### src/rtl/gpr_file_8x32.sv
// rtl/gpr_file_8x32.sv - eight 32-bit x86 GPRs with size-aware write and registered read select
//
// Purpose: holds EAX..EDI (index 0..7), drives all eight values to the
// downstream 8:1 operand mux and supplies a registered, handshaked select.
// Optional feature macro: GPR_SCOREBOARD_EN (per-register pending bits + read stall).
//
// Ports:
//   clk, rst_n                       clock, asynchronous active-low reset
//   wr_en, wr_addr, wr_size, wr_data write port (size 00 byte, 01 word, 10 dword, 11 none)
//   rd_valid_in, rd_ready_out        read request handshake (input side)
//   rd_addr, rd_size                 read operand encoding
//   rd_valid_out, rd_ready_in        output stage handshake
//   rd_sel, rd_hi_byte, rd_size_out  registered mux select, high-byte flag, size
//   alloc_en, alloc_addr             mark a physical register pending
//   busy                             per-register pending bits
//   r0..r7                           register contents to mux inputs IN0..IN7

module gpr_file_8x32 #(
   parameter logic [31:0] RST_VAL = 32'h0000_0000
) (
   input  logic        clk,
   input  logic        rst_n,
   input  logic        wr_en,
   input  logic [2:0]  wr_addr,
   input  logic [1:0]  wr_size,
   input  logic [31:0] wr_data,
   input  logic        rd_valid_in,
   output logic        rd_ready_out,
   input  logic [2:0]  rd_addr,
   input  logic [1:0]  rd_size,
   output logic        rd_valid_out,
   input  logic        rd_ready_in,
   output logic [2:0]  rd_sel,
   output logic        rd_hi_byte,
   output logic [1:0]  rd_size_out,
   input  logic        alloc_en,
   input  logic [2:0]  alloc_addr,
   output logic [7:0]  busy,
   output logic [31:0] r0,
   output logic [31:0] r1,
   output logic [31:0] r2,
   output logic [31:0] r3,
   output logic [31:0] r4,
   output logic [31:0] r5,
   output logic [31:0] r6,
   output logic [31:0] r7
);

   localparam logic [1:0] SZ_BYTE  = 2'b00;
   localparam logic [1:0] SZ_WORD  = 2'b01;
   localparam logic [1:0] SZ_DWORD = 2'b10;

   logic [31:0] regs [8];
   logic [2:0]  wr_phys;
   logic [2:0]  rd_phys;
   logic        rd_hi;
   logic        stall;
   logic        accept;

   // Byte encodings 4..7 are AH/CH/DH/BH: bits 15:8 of registers 0..3.
   assign wr_phys = (wr_size == SZ_BYTE && wr_addr[2]) ? {1'b0, wr_addr[1:0]} : wr_addr;
   assign rd_hi   = (rd_size == SZ_BYTE) && rd_addr[2];
   assign rd_phys = rd_hi ? {1'b0, rd_addr[1:0]} : rd_addr;

   always_ff @(posedge clk or negedge rst_n) begin
      if (!rst_n) begin
         for (int i = 0; i < 8; i++) regs[i] <= RST_VAL;
      end else if (wr_en) begin
         case (wr_size)
            SZ_DWORD: regs[wr_phys]        <= wr_data;
            SZ_WORD:  regs[wr_phys][15:0]  <= wr_data[15:0];
            SZ_BYTE: begin
               if (wr_addr[2]) regs[wr_phys][15:8] <= wr_data[7:0];
               else            regs[wr_phys][7:0]  <= wr_data[7:0];
            end
            default: ;
         endcase
      end
   end

`ifdef GPR_SCOREBOARD_EN
   logic [7:0] busy_q;

   // Clear on write first, then set on alloc, so a same-cycle alloc wins.
   always_ff @(posedge clk or negedge rst_n) begin
      if (!rst_n) begin
         busy_q <= 8'h00;
      end else begin
         logic [7:0] nxt;
         nxt = busy_q;
         if (wr_en && wr_size != 2'b11) nxt[wr_phys] = 1'b0;
         if (alloc_en)                  nxt[alloc_addr] = 1'b1;
         busy_q <= nxt;
      end
   end

   assign busy  = busy_q;
   assign stall = rd_valid_in & busy_q[rd_phys];
`else
   logic unused_alloc;
   assign unused_alloc = ^{alloc_en, alloc_addr};
   assign busy  = 8'h00;
   assign stall = 1'b0;
`endif

   assign rd_ready_out = (!rd_valid_out || rd_ready_in) && !stall;
   assign accept       = rd_valid_in && rd_ready_out;

   always_ff @(posedge clk or negedge rst_n) begin
      if (!rst_n) begin
         rd_valid_out <= 1'b0;
         rd_sel       <= 3'd0;
         rd_hi_byte   <= 1'b0;
         rd_size_out  <= 2'b00;
      end else if (accept) begin
         rd_valid_out <= 1'b1;
         rd_sel       <= rd_phys;
         rd_hi_byte   <= rd_hi;
         rd_size_out  <= rd_size;
      end else if (rd_valid_out && rd_ready_in) begin
         rd_valid_out <= 1'b0;
      end
   end

   assign r0 = regs[0];
   assign r1 = regs[1];
   assign r2 = regs[2];
   assign r3 = regs[3];
   assign r4 = regs[4];
   assign r5 = regs[5];
   assign r6 = regs[6];
   assign r7 = regs[7];

endmodule

### config.mk
export PLATFORM = sky130hd
export DESIGN_NAME = gpr_file_8x32
export DESIGN_NICKNAME = d
export VERILOG_FILES = /design/src/rtl/gpr_file_8x32.sv
export SDC_FILE = /design/constraint.sdc
export NUM_CORES = 1
export LEC_CHECK = 0
export BUFFER_PORTS_ARGS = -buffer_cell sky130_fd_sc_hd__buf_2
export CAP_MARGIN = 5
export CORE_ASPECT_RATIO = 1.5
export CORE_MARGIN = 4
export CORE_UTILIZATION = 35
export CTS_CLUSTER_DIAMETER = 40
export CTS_CLUSTER_SIZE = 40
export DETAILED_ROUTE_END_ITERATION = 10
export GPL_ROUTABILITY_DRIVEN = 0
export PLACE_DENSITY_LB_ADDON = 0.05
export SETUP_SLACK_MARGIN = 0.02
export SYNTH_ARGS = -nofsm -noshare
export SYNTH_HDL_FRONTEND = slang
export SYNTH_SLANG_ARGS = --single-unit
### constraint.sdc
create_clock -name clk -period 2.1 [get_ports clk]
set_input_delay 0.525 -clock clk [delete_from_list [all_inputs] [get_ports clk]]
set_output_delay 0.525 -clock clk [all_outputs]
set_load 0.02 [all_outputs]
==> flow_summary.toml, run 1 <==
[drt]
drc = 0
avgRoutedWirePerCell_um = 20.8
dr.pass1.iters = 4
postRouteWirelength_um = 28800
vias = 6543
first_iter_violations = 145
drtAntennaViolNets = 0
viasPerCell = 4.72

[floorplan]
fp.dieH_um = 217
dieWidth_um = 147
core_area_um2 = 28700
start_util_pct = 35.4
dieArea_um2 = 31900
io_pins = 323
rows = 76

[clock_tree]
clk_latency_ns = 0.54
ctsResizeCount = 0
cts-root-buf = "clkbuf_16"
htreeDepth = 1
cts_tree = "done"
clk_pin_slew_ns = 0.06
cts_buffer_depth = 3
numCtsBuffers = 31
cts.sinks = 263

[placement]
pre_cts_slack_ns = 0.0516
portBuffers = 310
placed_area_um2 = 12500
hpwl_um = 21400

[logic_synthesis]
syn_area_um2 = 10200
yosysSeqAreaShare_pct = 64.7
netlist_instances = 615
synth_cell_types = 32
yosysWarnings = 0
avgSynthCellArea_um2 = 16.5
synth_seq_cells = 263

[grt]
grt_pass1_wl_um = 44900
overflow = 0
grt_max_degree = 54
grt_pass1_vias = 7349
grt_usage_pct = 18.0
antenna_found_initial = 4

[critical_path]
slowest_delay_ns = 0.37
crit_fanout = 3
worst_setup_path_start_kind = "flop"
slowest_stage = "dfrtp_1"
end_kind = "output port"
crit_chain = "nand2b_1 -> buf_2"
crit_arrival_ns = 1.20
worst-setup-path-type = "reg2out"
crit_family = "flip-flops"
timing.rr.start = "rd_valid_out"
cp_data_required_time_ns = 1.57
startpoint = "rd_valid_out"
crit_buf_inv = 1
r2r_slack_ns = 0.95

[timing]
max_slew_margin_pct = 54.3
whs_ns = 0.187
fin_crit_ns = 1.72
fmax_mhz = 580
finalMaxSlewViolations = 0
setup_viol = 0
tightest_slew_ns = 0.680
setup_ws_ns = 0.376
fin_setup_tns_ns = 0
post-route-period-util_pct = 82.1
grt_setup_unrepaired = "no"
skew_ns = 0.000259
hold_viol = 0

[power]
ir_worst_vdd_v = 0.000797
power.leakage_nw = 6.73
p_per_area_nw_per_um2 = 1250

[layout]
drive_above_1_share_pct = 68.5
fin_area_um2 = 13700
areaGrowthSynthToFinish_pct = 34.4
nNetsFinal = 1022
fillerInstances = 2655
post-route-util_pct = 47.6

[status]
status = "completed"

[worst_hold_path]
min_from = "rd_valid_in"
hold_class = "in2reg"

[flow_run]
maxCapViolCount = 0
Yosys cell counts:
cell	number	area share, %
and4bb_2	1	0.12
dfrtp_1	263	65
a211oi_2	2	0.25
o221ai_1	1	0.086
nand4b_1	2	0.17
nor2_1	4	0.15
o21a_2	1	0.086
xor2_1	1	0.086
mux2i_1	1	0.098
mux2_2	266	29
nand3b_1	2	0.15
nand3_1	3	0.15
clkbuf_2	1	0.049
a2111oi_4	2	0.54
buf_2	19	0.94
nand2b_1	4	0.25
or3_1	1	0.062
inv_1	5	0.18
nor2b_1	4	0.25
xnor2_2	1	0.16
conb_1	1	0.037
buf_4	9	0.66
nor3_2	4	0.39
clkbuf_1	1	0.037
nand2_1	6	0.22
o21ai_0	1	0.049
xnor2_1	1	0.086
and3_1	1	0.062
a32oi_1	1	0.086
o22ai_1	2	0.12
nand4_1	3	0.18
nor3b_1	1	0.074
kinds of logic (layout without fill, tap and decap cells):
kind of cell | count (synthesis) | in the layout | synth area share [%]
XOR/XNOR | 3 | 3 | 0.332
AND/OR/NAND/NOR | 36 | 36 | 2.23
multiplexers | 267 | 267 | 29.6
other | 1 | 9 | 0.0369
buffers and inverters | 35 | 408 | 1.87
AO/OA/AOI/OAI | 10 | 10 | 1.22
flip-flops | 263 | 263 | 64.7
path summary, 6_finish.rpt:
kind | endpoint | depth (start not counted)
max in group asynchronous | r5[14] | 3
max | rd_ready_out | 2
min reg2reg | r2[6] | 1
max reg2reg | rd_sel[0] | 3
min in group asynchronous | asynchronous set/reset pin | 2
min | rd_valid_out | 2
cells in the final DEF, fill, tap and decap left out, types with 3 or more instances in the layout:
cell type / n
buf_2: 309
mux2_2: 266
dfrtp_1: 263
clkbuf_16: 31
buf_4: 22
buf_12: 13
conb_1: 8
clkinvlp_4: 7
nand2_1: 6
bufinv_16: 6
inv_1: 5
nand2b_1: 4
inv_8: 4
nor2b_1: 3
nand3_1: 3
nand4_1: 3
clkinv_2: 3
stage by stage:
stage / total power, mW / instances
after floorplan: 9.49 / 622
after global placement: 11.3 / 1327
after detailed placement: 11.5 / 1327
after CTS: 17.4 / 1385
after global routing: 17.9 / 1385
final: 17.1 / 1386
report_power, final:
part / switching [mW] / internal, mW / leakage, nW
Combinational: 2.72 / 1.74 / 2.92
Clock: 2.22 / 3.57 / 0.538
Sequential: 0.591 / 6.23 / 3.28
Total: 5.53 / 11.5 / 6.73
worst register-to-register path: stages (launching register included):
cell	delay, ns
dfrtp_1	0.34
nand2b_1	0.09
nand2_1	0.23
mux2_2	0.38
routing by layer:
layer	GRT usage (%)	vias to the layer above	share of wire, %
met2	32.0	227	52
met5	0	-	0.15
met4	6.50	6	3.2
met1	20.4	3353	37
li1	-	2905	-
met3	5.17	52	7.2
area by class of cell:
| type | count | area, um2 | area share [%] |
|---|---|---|---|
| diodes | 1 | 2.50 | 0.0183 |
| clock inverters | 24 | 335 | 2.45 |
| clock buffers | 33 | 803 | 5.88 |
| well taps | 390 | 488 | 3.57 |
| repair buffers | 346 | 2000 | 14.6 |
| multi-input cells | 324 | 3440 | 25.2 |
| flip-flops and latches | 263 | 6580 | 48.2 |
| inverters | 5 | 18.8 | 0.137 |
what timing repair did:
action / CTS / global route
setup buffers: 0 / 0
setup endpoints to repair: 0 / 0
endpoints found under the hold margin: 43 / 0
hold buffers: 1 / 0
Power figures use the tool's default switching activity.
==> run 2, diff against run 1 <==
==> constraint.sdc (replaced) <==
create_clock -name clk -period 1.56 [get_ports clk]
set_input_delay 0.39 -clock clk [delete_from_list [all_inputs] [get_ports clk]]
set_output_delay 0.39 -clock clk [all_outputs]
set_load 0.02 [all_outputs]
==> run 2 against run 1 <==
Flip-flop and latch count stayed put. Clock skew is 0.0010 ns higher. Cell count is 3.0% higher. Count of clock-buffer cells in the layout is 8 higher. Critical path type unchanged. Highest routed layer unchanged.
==> flow_summary.toml, run 2 (synthesis results as in run 1) <==
[timing]
setup_viol = 0
finalMaxSlewViolations = 0
fmax_mhz = 674
post-route-period-util_pct = 95.2
hold_viol = 0
grt_setup_unrepaired = "yes"
fin_setup_tns_ns = 0
fin_crit_ns = 1.48
skew_ns = 0.00128

[placement]
hpwl_um = 22100
portBuffers = 310
placed_area_um2 = 13200

[grt]
antenna_found_initial = 5
grt_pass1_wl_um = 45900
grt_max_degree = 42
grt_usage_pct = 18.6
grt_pass1_vias = 7678
overflow = 0

[drt]
postRouteWirelength_um = 29700
first_iter_violations = 141
drc = 0
viasPerCell = 4.73
dr.pass1.iters = 4
drtAntennaViolNets = 0
avgRoutedWirePerCell_um = 20.8
vias = 6757

[critical_path]
rr_endpoint = "rd_sel[0]"
crit_arrival_ns = 1.09
timing.rr.start = "rd_valid_out"
startpoint = "rd_valid_out"
crit_fanout = 2
end_kind = "output port"
rr_worst_depth = 4
worst_setup_path_start_kind = "flop"
r2r_slack_ns = 0.30
worst-setup-path-type = "reg2out"
cp_data_required_time_ns = 1.17
crit_path_end = "rd_ready_out"

[clock_tree]
clk_latency_ns = 0.49
htreeDepth = 2
cts-root-buf = "clkbuf_16"
cts_tree = "done"
cts_buffer_depth = 3
cts.sinks = 263
numCtsBuffers = 35
clk_pin_slew_ns = 0.05

[layout]
final_common_cell = "buf_2"
layout_common_cells = "buf_2, dfrtp_1, mux2_2"
drive_above_1_share_pct = 70.4
nNetsFinal = 1062
areaGrowthSynthToFinish_pct = 41.4
fillerInstances = 2641
fin_area_um2 = 14400

[floorplan]
io_pins = 323
core_area_um2 = 28700
rows = 76
dieWidth_um = 147
dieArea_um2 = 31900
start_util_pct = 35.4
fp.dieH_um = 217

[flow_run]
maxCapViolCount = 0

[power]
p_per_area_nw_per_um2 = 1620
power.leakage_nw = 7.14
ir_worst_vdd_v = 0.00111

[worst_hold_path]
hold_class = "in2reg"

[status]
status = "completed"
## run 2: cell types whose count changed in the layout (fill, tap and decap cells not counted), sizes merged
| cell | delta |
|---|---|
| inv | +1 |
| diode | +1 |
| clkbuf | +8 |
| buf | +36 |
| bufinv | -4 |
## run 2: worst min path at each step
stage | start | to | slack [ns] | depth (start not counted)
after floorplan | rst_n | asynchronous set/reset pin | 0.09 | 0
after global placement | rst_n | asynchronous set/reset pin | 0.33 | 1
after detailed placement | rst_n | asynchronous set/reset pin | 0.33 | 1
after CTS | rd_valid_in | rd_valid_out | 0.07 | 2
after global routing | rd_valid_in | rd_valid_out | 0.1 | 2
final | rd_valid_in | rd_valid_out | 0.1 | 2
## run 2: repair_timing
action / in CTS / in global routing
resized for setup: 2 / 0
setup buffers: 1 / 0
hold buffers: 1 / 0
endpoints found under the hold margin: 29 / 0
setup endpoints to repair: 1 / 1
## run 2: per-layer routing
metal,part of all wire [%],routed length [um],global-route usage [%]
met1,37,10900,20.2
met4,4.0,1180,7.71
met3,5.9,1770,4.94
met5,0.14,41,0
met2,53,15800,34.1
## run 2: worst max-delay path, stage by stage (launching register included)
cell and delay [ns]:
dfrtp_1 0.37, nand2b_1 0.11, buf_6 0.13
## run 2: power by group
| part | internal, mW | leakage, nW | switching (mW) |
|---|---|---|---|
| Sequential | 8.40 | 3.28 | 0.851 |
| Clock | 4.79 | 0.552 | 3.09 |
| Combinational | 2.55 | 3.31 | 3.69 |
| Total | 15.7 | 7.14 | 7.62 |
## run 2: per-stage QoR
| step | power [mW] | hold slack [ns] | setup WS, ns | instances | util (%) |
|---|---|---|---|---|---|
| final | 23.4 | 0.0973 | 0.0754 | 1428 | 50.1 |
| after global routing | 24.5 | 0.0955 | 0.0132 | 1428 | 50.1 |
| after CTS | 23.7 | 0.0702 | 0.0403 | 1426 | 50.0 |
| after detailed placement | 15.7 | 0.331 | -0.325 | 1362 | 45.9 |
| after global placement | 15.5 | 0.327 | -0.287 | 1362 | 45.9 |
| after floorplan | 13.0 | 0.0944 | -0.257 | 622 | - |
## run 2: area by class of cell
class                      instances  area, um2  share of cell area [%]
antenna                            2       5.00                  0.0348
clock buffer                      41        951                    6.62
clock inverter                    21        216                    1.51
inverter                           5       18.8                   0.131
multi-input combinational        324       3650                    25.4
sequential                       263       6580                    45.8
tap                              390        488                    3.39
timing repair buffer             382       2460                    17.1
